$ cat src/rtl/shreg_pkg.sv
// Shared definitions for the shift/rotate sequencer: op codes, FSM encoding
// and small width-independent helpers.
package shreg_pkg;

    localparam logic [2:0] OP_SLL = 3'b000;
    localparam logic [2:0] OP_SRL = 3'b001;
    localparam logic [2:0] OP_SRA = 3'b010;
    localparam logic [2:0] OP_ROL = 3'b011;
    localparam logic [2:0] OP_ROR = 3'b100;
    localparam logic [2:0] OP_SLS = 3'b101;
    localparam logic [2:0] OP_SRS = 3'b110;
    localparam logic [2:0] OP_RSV = 3'b111;

    typedef logic [1:0] state_t;

    localparam state_t ST_IDLE  = 2'd0;
    localparam state_t ST_SHIFT = 2'd1;
    localparam state_t ST_DONE  = 2'd2;

    // A request with nothing to do skips SHIFT and just pulses done.
    function automatic logic is_noop(input logic [2:0] op, input logic amt_zero);
        return amt_zero || (op == OP_RSV);
    endfunction

endpackage

$ cat src/rtl/shift_step.sv
// Combinational single-bit shift/rotate step; bit_out is the bit that leaves
// the register (MSB for left moves, bit 0 for right moves).
module shift_step
    import shreg_pkg::*;
#(
    parameter int WIDTH = 8
) (
    input  logic [WIDTH-1:0] q,
    input  logic [2:0]       op,
    input  logic             sin,
    output logic [WIDTH-1:0] q_next,
    output logic             bit_out
);

    always_comb begin
        q_next  = q;
        bit_out = 1'b0;
        case (op)
            OP_SLL: begin
                q_next  = {q[WIDTH-2:0], 1'b0};
                bit_out = q[WIDTH-1];
            end
            OP_SRL: begin
                q_next  = {1'b0, q[WIDTH-1:1]};
                bit_out = q[0];
            end
            OP_SRA: begin
                q_next  = {q[WIDTH-1], q[WIDTH-1:1]};
                bit_out = q[0];
            end
            OP_ROL: begin
                q_next  = {q[WIDTH-2:0], q[WIDTH-1]};
                bit_out = q[WIDTH-1];
            end
            OP_ROR: begin
                q_next  = {q[0], q[WIDTH-1:1]};
                bit_out = q[0];
            end
            OP_SLS: begin
                q_next  = {q[WIDTH-2:0], sin};
                bit_out = q[WIDTH-1];
            end
            OP_SRS: begin
                q_next  = {sin, q[WIDTH-1:1]};
                bit_out = q[0];
            end
            default: begin
                q_next  = q;
                bit_out = 1'b0;
            end
        endcase
    end

endmodule

$ cat src/rtl/shreg_seq.sv
// Loadable WIDTH-bit register with a multi-cycle shift/rotate sequencer that
// moves one bit per clock, with start/busy/done handshaking and serial I/O.
module shreg_seq
    import shreg_pkg::*;
#(
    parameter int WIDTH = 8,
    parameter int AMT_W = $clog2(WIDTH)
) (
    input  logic             clk_i,
    input  logic             clrn_i,
    input  logic             wen_i,
    input  logic [WIDTH-1:0] d_i,
    input  logic             start_i,
    input  logic [2:0]       op_i,
    input  logic [AMT_W-1:0] amt_i,
    input  logic             sin_i,
    output logic [WIDTH-1:0] q_o,
    output logic             sout_o,
    output logic             busy_o,
    output logic             done_o
);

    state_t           state_reg;
    logic [AMT_W-1:0] cnt_reg;
    logic [2:0]       op_reg;
    logic [WIDTH-1:0] q_reg;
    logic             sout_reg;

    logic [WIDTH-1:0] step_q;
    logic             step_bit;

    shift_step #(
        .WIDTH(WIDTH)
    ) u_step (
        .q      (q_reg),
        .op     (op_reg),
        .sin    (sin_i),
        .q_next (step_q),
        .bit_out(step_bit)
    );

    always_ff @(posedge clk_i or negedge clrn_i) begin
        if (!clrn_i) begin
            state_reg <= ST_IDLE;
            cnt_reg   <= '0;
            op_reg    <= OP_SLL;
            q_reg     <= '0;
            sout_reg  <= 1'b0;
        end else begin
            case (state_reg)
                ST_IDLE: begin
                    // A same-edge load lands in q_reg first, so the shifts
                    // starting next edge operate on the loaded value.
                    if (wen_i) begin
                        q_reg <= d_i;
                    end
                    if (start_i) begin
                        op_reg    <= op_i;
                        cnt_reg   <= amt_i;
                        state_reg <= is_noop(op_i, amt_i == '0) ? ST_DONE : ST_SHIFT;
                    end
                end
                ST_SHIFT: begin
                    q_reg    <= step_q;
                    sout_reg <= step_bit;
                    cnt_reg  <= cnt_reg - 1'b1;
                    if (cnt_reg == AMT_W'(1)) begin
                        state_reg <= ST_DONE;
                    end
                end
                ST_DONE: begin
                    state_reg <= ST_IDLE;
                end
                default: begin
                    state_reg <= ST_IDLE;
                end
            endcase
        end
    end

    assign q_o    = q_reg;
    assign sout_o = sout_reg;
    assign busy_o = (state_reg != ST_IDLE);
    assign done_o = (state_reg == ST_DONE);

endmodule

$ cat config.mk
export PLATFORM = sky130hd
export DESIGN_NAME = shreg_seq
export DESIGN_NICKNAME = d
export VERILOG_FILES = /design/src/rtl/shreg_pkg.sv /design/src/rtl/shift_step.sv /design/src/rtl/shreg_seq.sv
export SDC_FILE = /design/constraint.sdc
export NUM_CORES = 1
export LEC_CHECK = 0
export CAP_MARGIN = 10
export CORE_ASPECT_RATIO = 1.5
export CORE_MARGIN = 4
export CORE_UTILIZATION = 45
export CTS_BUF_LIST = sky130_fd_sc_hd__clkbuf_4 sky130_fd_sc_hd__clkbuf_8
export CTS_CLUSTER_DIAMETER = 60
export CTS_CLUSTER_SIZE = 24
export DETAILED_ROUTE_END_ITERATION = 12
export HOLD_SLACK_MARGIN = 0.08
export PLACE_DENSITY = 0.8
export SYNTH_ARGS = -nofsm -noshare
export SYNTH_HDL_FRONTEND = slang
export SYNTH_HIERARCHICAL = 1
export SYNTH_SLANG_ARGS = --single-unit
$ cat constraint.sdc
create_clock -name clk_i -period 2.5 [get_ports clk_i]
set_input_delay 0.75 -clock clk_i [delete_from_list [all_inputs] [get_ports clk_i]]
set_output_delay 0.75 -clock clk_i [all_outputs]
set_load 0.005 [all_outputs]
==> impl_results.md <==
- Outcome: finished, final reports clean
- Worst hold path class: register to register
- Synthesized-area fraction occupied by xor and xnor cells: 0%
- CTS Buf Count: 3
- Maximum number of pins on one net before global-route repair: 26
- Crit path capture type: output pin
- Clock period minus worst slack: 2.11 ns
- Worst Hold Path EP: sout_o
- Initial cell density of the core: 47.1%
- Worst-case clock buffer depth: 2
- Combinational family with the most area after synthesis: compound AO/OA/AOI/OAI gates
- Clk slew on worst S/H paths: 0.07 ns
- Hold Path Cell Cnt: 2
- Synthesis-stage register bit count: 17
- TritonCTS clock tree: built
- Share of synthesized cell area in and, or, nand and nor gates: 20.4%
- Via count: 1347
- Achievable frequency: 474 MHz
- Total leakage power: 0.689 nW
- Latest clock arrival within the worst-skew pair: 0.25 ns
- Critical path data arrival time: 1.36 ns
- Transition at the pin with the smallest max-transition slack: 0.907 ns
- Final max-slew violation count: 0
- Placement Rows: 24
- FF-to-FF path depth: 5
- CTS Hold Bufs: 0
- Top cells by count, synth: sky130_fd_sc_hd__dfrtp_1 (17), sky130_fd_sc_hd__a21oi_1 (13), sky130_fd_sc_hd__nor2b_1 (11)
- Sequential fraction of the synthesis area: 31.0%
- Worst setup path category: register to output pin
- Relative max-transition margin: 39.5%
- Routed length per instance: 16.6 um
- R2r setup slk: 0.60 ns
- Peak ir drop on the vdd network: 0.979 mV
- Critical path required time: 1.75 ns
- Cell area power density: 1320 nW/um2
- Critical Path Slowest Stage Cell: sky130_fd_sc_hd__clkdlybuf4s50_1
- Portion of synthesized cell area occupied by the leading cell type: 31.0%
- GR Overflow Total: 0
- Ranking of synthesized cells by area: sky130_fd_sc_hd__dfrtp_1 (31%), sky130_fd_sc_hd__mux2i_1 (5.1%), sky130_fd_sc_hd__nor2b_1 (5.0%)
- Leading cell type by number of instances after synthesis: sky130_fd_sc_hd__dfrtp_1
- Largest area contributor in the synthesized netlist: sky130_fd_sc_hd__dfrtp_1
- Type of origin of the critical path: register
- Synthesized instance count: 153
- Final ANT Viol Nets: 0
- Final nets: 203
- HPWL Detailed: 2.58 mm
- Die width: 53.1 um
- Number of warning messages in the yosys log: 6
- Aggregate negative setup slack: 0 ns
- Vias in the first global route: 1337
- Nets in the synthesized netlist: 174
- Synth Area per Inst: 8.97 um2
- Worst r2r dst: q_o[4]
- Hold Slack: 0.491 ns
- Final hold violation count: 0
- Floorplan die area: 4020 um2
- Beginning of the worst hold path: sout_o
- Cell at the root of the clock tree: sky130_fd_sc_hd__clkbuf_8
- Post-synthesis to final-layout area growth: 24.9%
- Number of iterations in the first detailed-routing pass: 4
- Adder-cell share of the synthesized area: 1.82%
- Async set-reset flop share out of synthesis: 100%
- Standard cell core area: 2910 um2
- Detailed-route wire length: 3.64 mm
- CTS sink cnt: 17
- Number of cells upsized or downsized after cts: 0
- CP cell instances: clkdlybuf4s50_1
- IO Pins: 30
- Max cap viols: 0
- Final clock period utilization by the worst path: 84.3%
- Distinct cell type count after synthesis: 42
- Wire length of the first global-routing pass: 5.97 mm
- Setup repair after global routing missed its margin: false
- Post-Synthesis Cell Area: 1370 um2
- Fin Clk Skew: 0.00259 ns
- DRC Markers: 0
- Number of buffer and inverter stages on the critical path: 1
- Initial antenna violation count: 0
- Multiplexer share of the synthesized area: 9.21%
- Crit path setup slack, layout: 0.392 ns
- Maximum fanout along the worst path: 10
- IO buf count: 29
- Starting DRT DRC Count: 78
- Via density per instance: 6.12
- Cell family with the largest share of critical-path delay: buffers and inverters
- Worst Setup Slack post-DPL: 0.441 ns
- Total setup violations reported at the end of the flow: 0
- Post-CTS setup buffers: 0
- Maximum level of the CTS H-tree: 1
- CP max stage delay: 0.57 ns
- Last weighted congestion value of the routability-driven placer: 0.886
- Number of flip-flops in the largest register: 8
- Overall fraction of global-route tracks in use: 19.4%
- Number of flops mapped to enable cells by yosys: 0
- Launch instance of the worst register-to-register path: op_reg[1]
- Count of antenna diodes in the layout: 0
- Complex-gate fraction of the synthesized area: 29.7%
- Share of post-route cells with drive strength above 1: 11.6%
- Top FF cell, synth: sky130_fd_sc_hd__dfrtp_1
- Chip height: 75.6 um
-- per-layer routing --
metal / wire (um) / share of wire (%) / track usage [%] / vias to the layer above
li1: - / - / - / 628
met1: 1520 / 42 / 23.6 / 650
met2: 1820 / 50 / 34.5 / 62
met3: 266 / 7.3 / 2.74 / 7
met4: 41 / 1.1 / 7.10 / 0
met5: 0 / 0 / 0 / -
-- placed cells by master (no fill, tap or decap), types with 2 or more instances in the layout --
cell type	n
sky130_fd_sc_hd__clkdlybuf4s50_1	29
sky130_fd_sc_hd__dfrtp_1	17
sky130_fd_sc_hd__a21oi_1	13
sky130_fd_sc_hd__nor2b_1	11
sky130_fd_sc_hd__o21ai_1	10
sky130_fd_sc_hd__a22oi_1	9
sky130_fd_sc_hd__nand2_1	8
sky130_fd_sc_hd__nand2b_1	7
sky130_fd_sc_hd__mux2i_1	7
sky130_fd_sc_hd__buf_4	6
sky130_fd_sc_hd__inv_1	5
sky130_fd_sc_hd__o21ai_0	5
sky130_fd_sc_hd__nor2_1	4
sky130_fd_sc_hd__o22ai_1	4
sky130_fd_sc_hd__o221ai_1	4
sky130_fd_sc_hd__a31oi_1	3
sky130_fd_sc_hd__mux2_1	3
sky130_fd_sc_hd__clkbuf_8	3
sky130_fd_sc_hd__a22o_1	2
sky130_fd_sc_hd__ha_1	2
sky130_fd_sc_hd__nand3_1	2
sky130_fd_sc_hd__o2111ai_1	2
sky130_fd_sc_hd__or3_1	2
sky130_fd_sc_hd__o221ai_2	2
sky130_fd_sc_hd__or2_2	2
sky130_fd_sc_hd__nand4_1	2
sky130_fd_sc_hd__mux2_2	2
-- layout make-up --
type,count,area (um2)
fillers,276,1200
multi-input cells,120,840
flip-flops and latches,17,425
repair buffers,35,335
well taps,39,48.8
clock buffers,3,41.3
inverters,5,18.8
clock inverters,1,5.00
-- worst max-delay path by stage --
stage,from,end,slack [ns],cells past startpoint
5_1_grt,q_o[7],q_o[7],0.34,1
3_5_place_dp,start_i,op_reg[2],0.44,4
3_3_place_gp,start_i,op_reg[1],0.48,4
2_1_floorplan,state_reg[0],busy_o,1.01,3
4_1_cts,q_o[7],q_o[7],0.39,1
6_report,q_o[7],q_o[7],0.39,1
-- logic make-up after synthesis --
logic type	count (synthesis)
compound gates	60
fa+ha+maj	2
simple gates	46
mux	12
flops	17
buf+inv	16
-- through the flow --
step | power (mW) | util [%] | cell area [um2] | instances
CTS | 2.24 | 58.8 | 1710 | 220
global placement | 1.96 | 57.3 | 1670 | 216
global route | 2.43 | 58.8 | 1710 | 220
floorplan | 1.67 | - | 1370 | 153
detailed placement | 2.03 | 57.3 | 1670 | 216
finish | 2.26 | 58.8 | 1710 | 220
-- where the power goes --
group          switching, mW  leakage (nW)  total (mW)  internal, mW
clock                 0.0986        0.0255       0.209         0.111
sequential             0.361         0.206       0.768         0.407
combinational          0.573         0.457        1.28         0.709
total                   1.03         0.689        2.26          1.23
No activity file was read; power rests on OpenSTA's default activity.
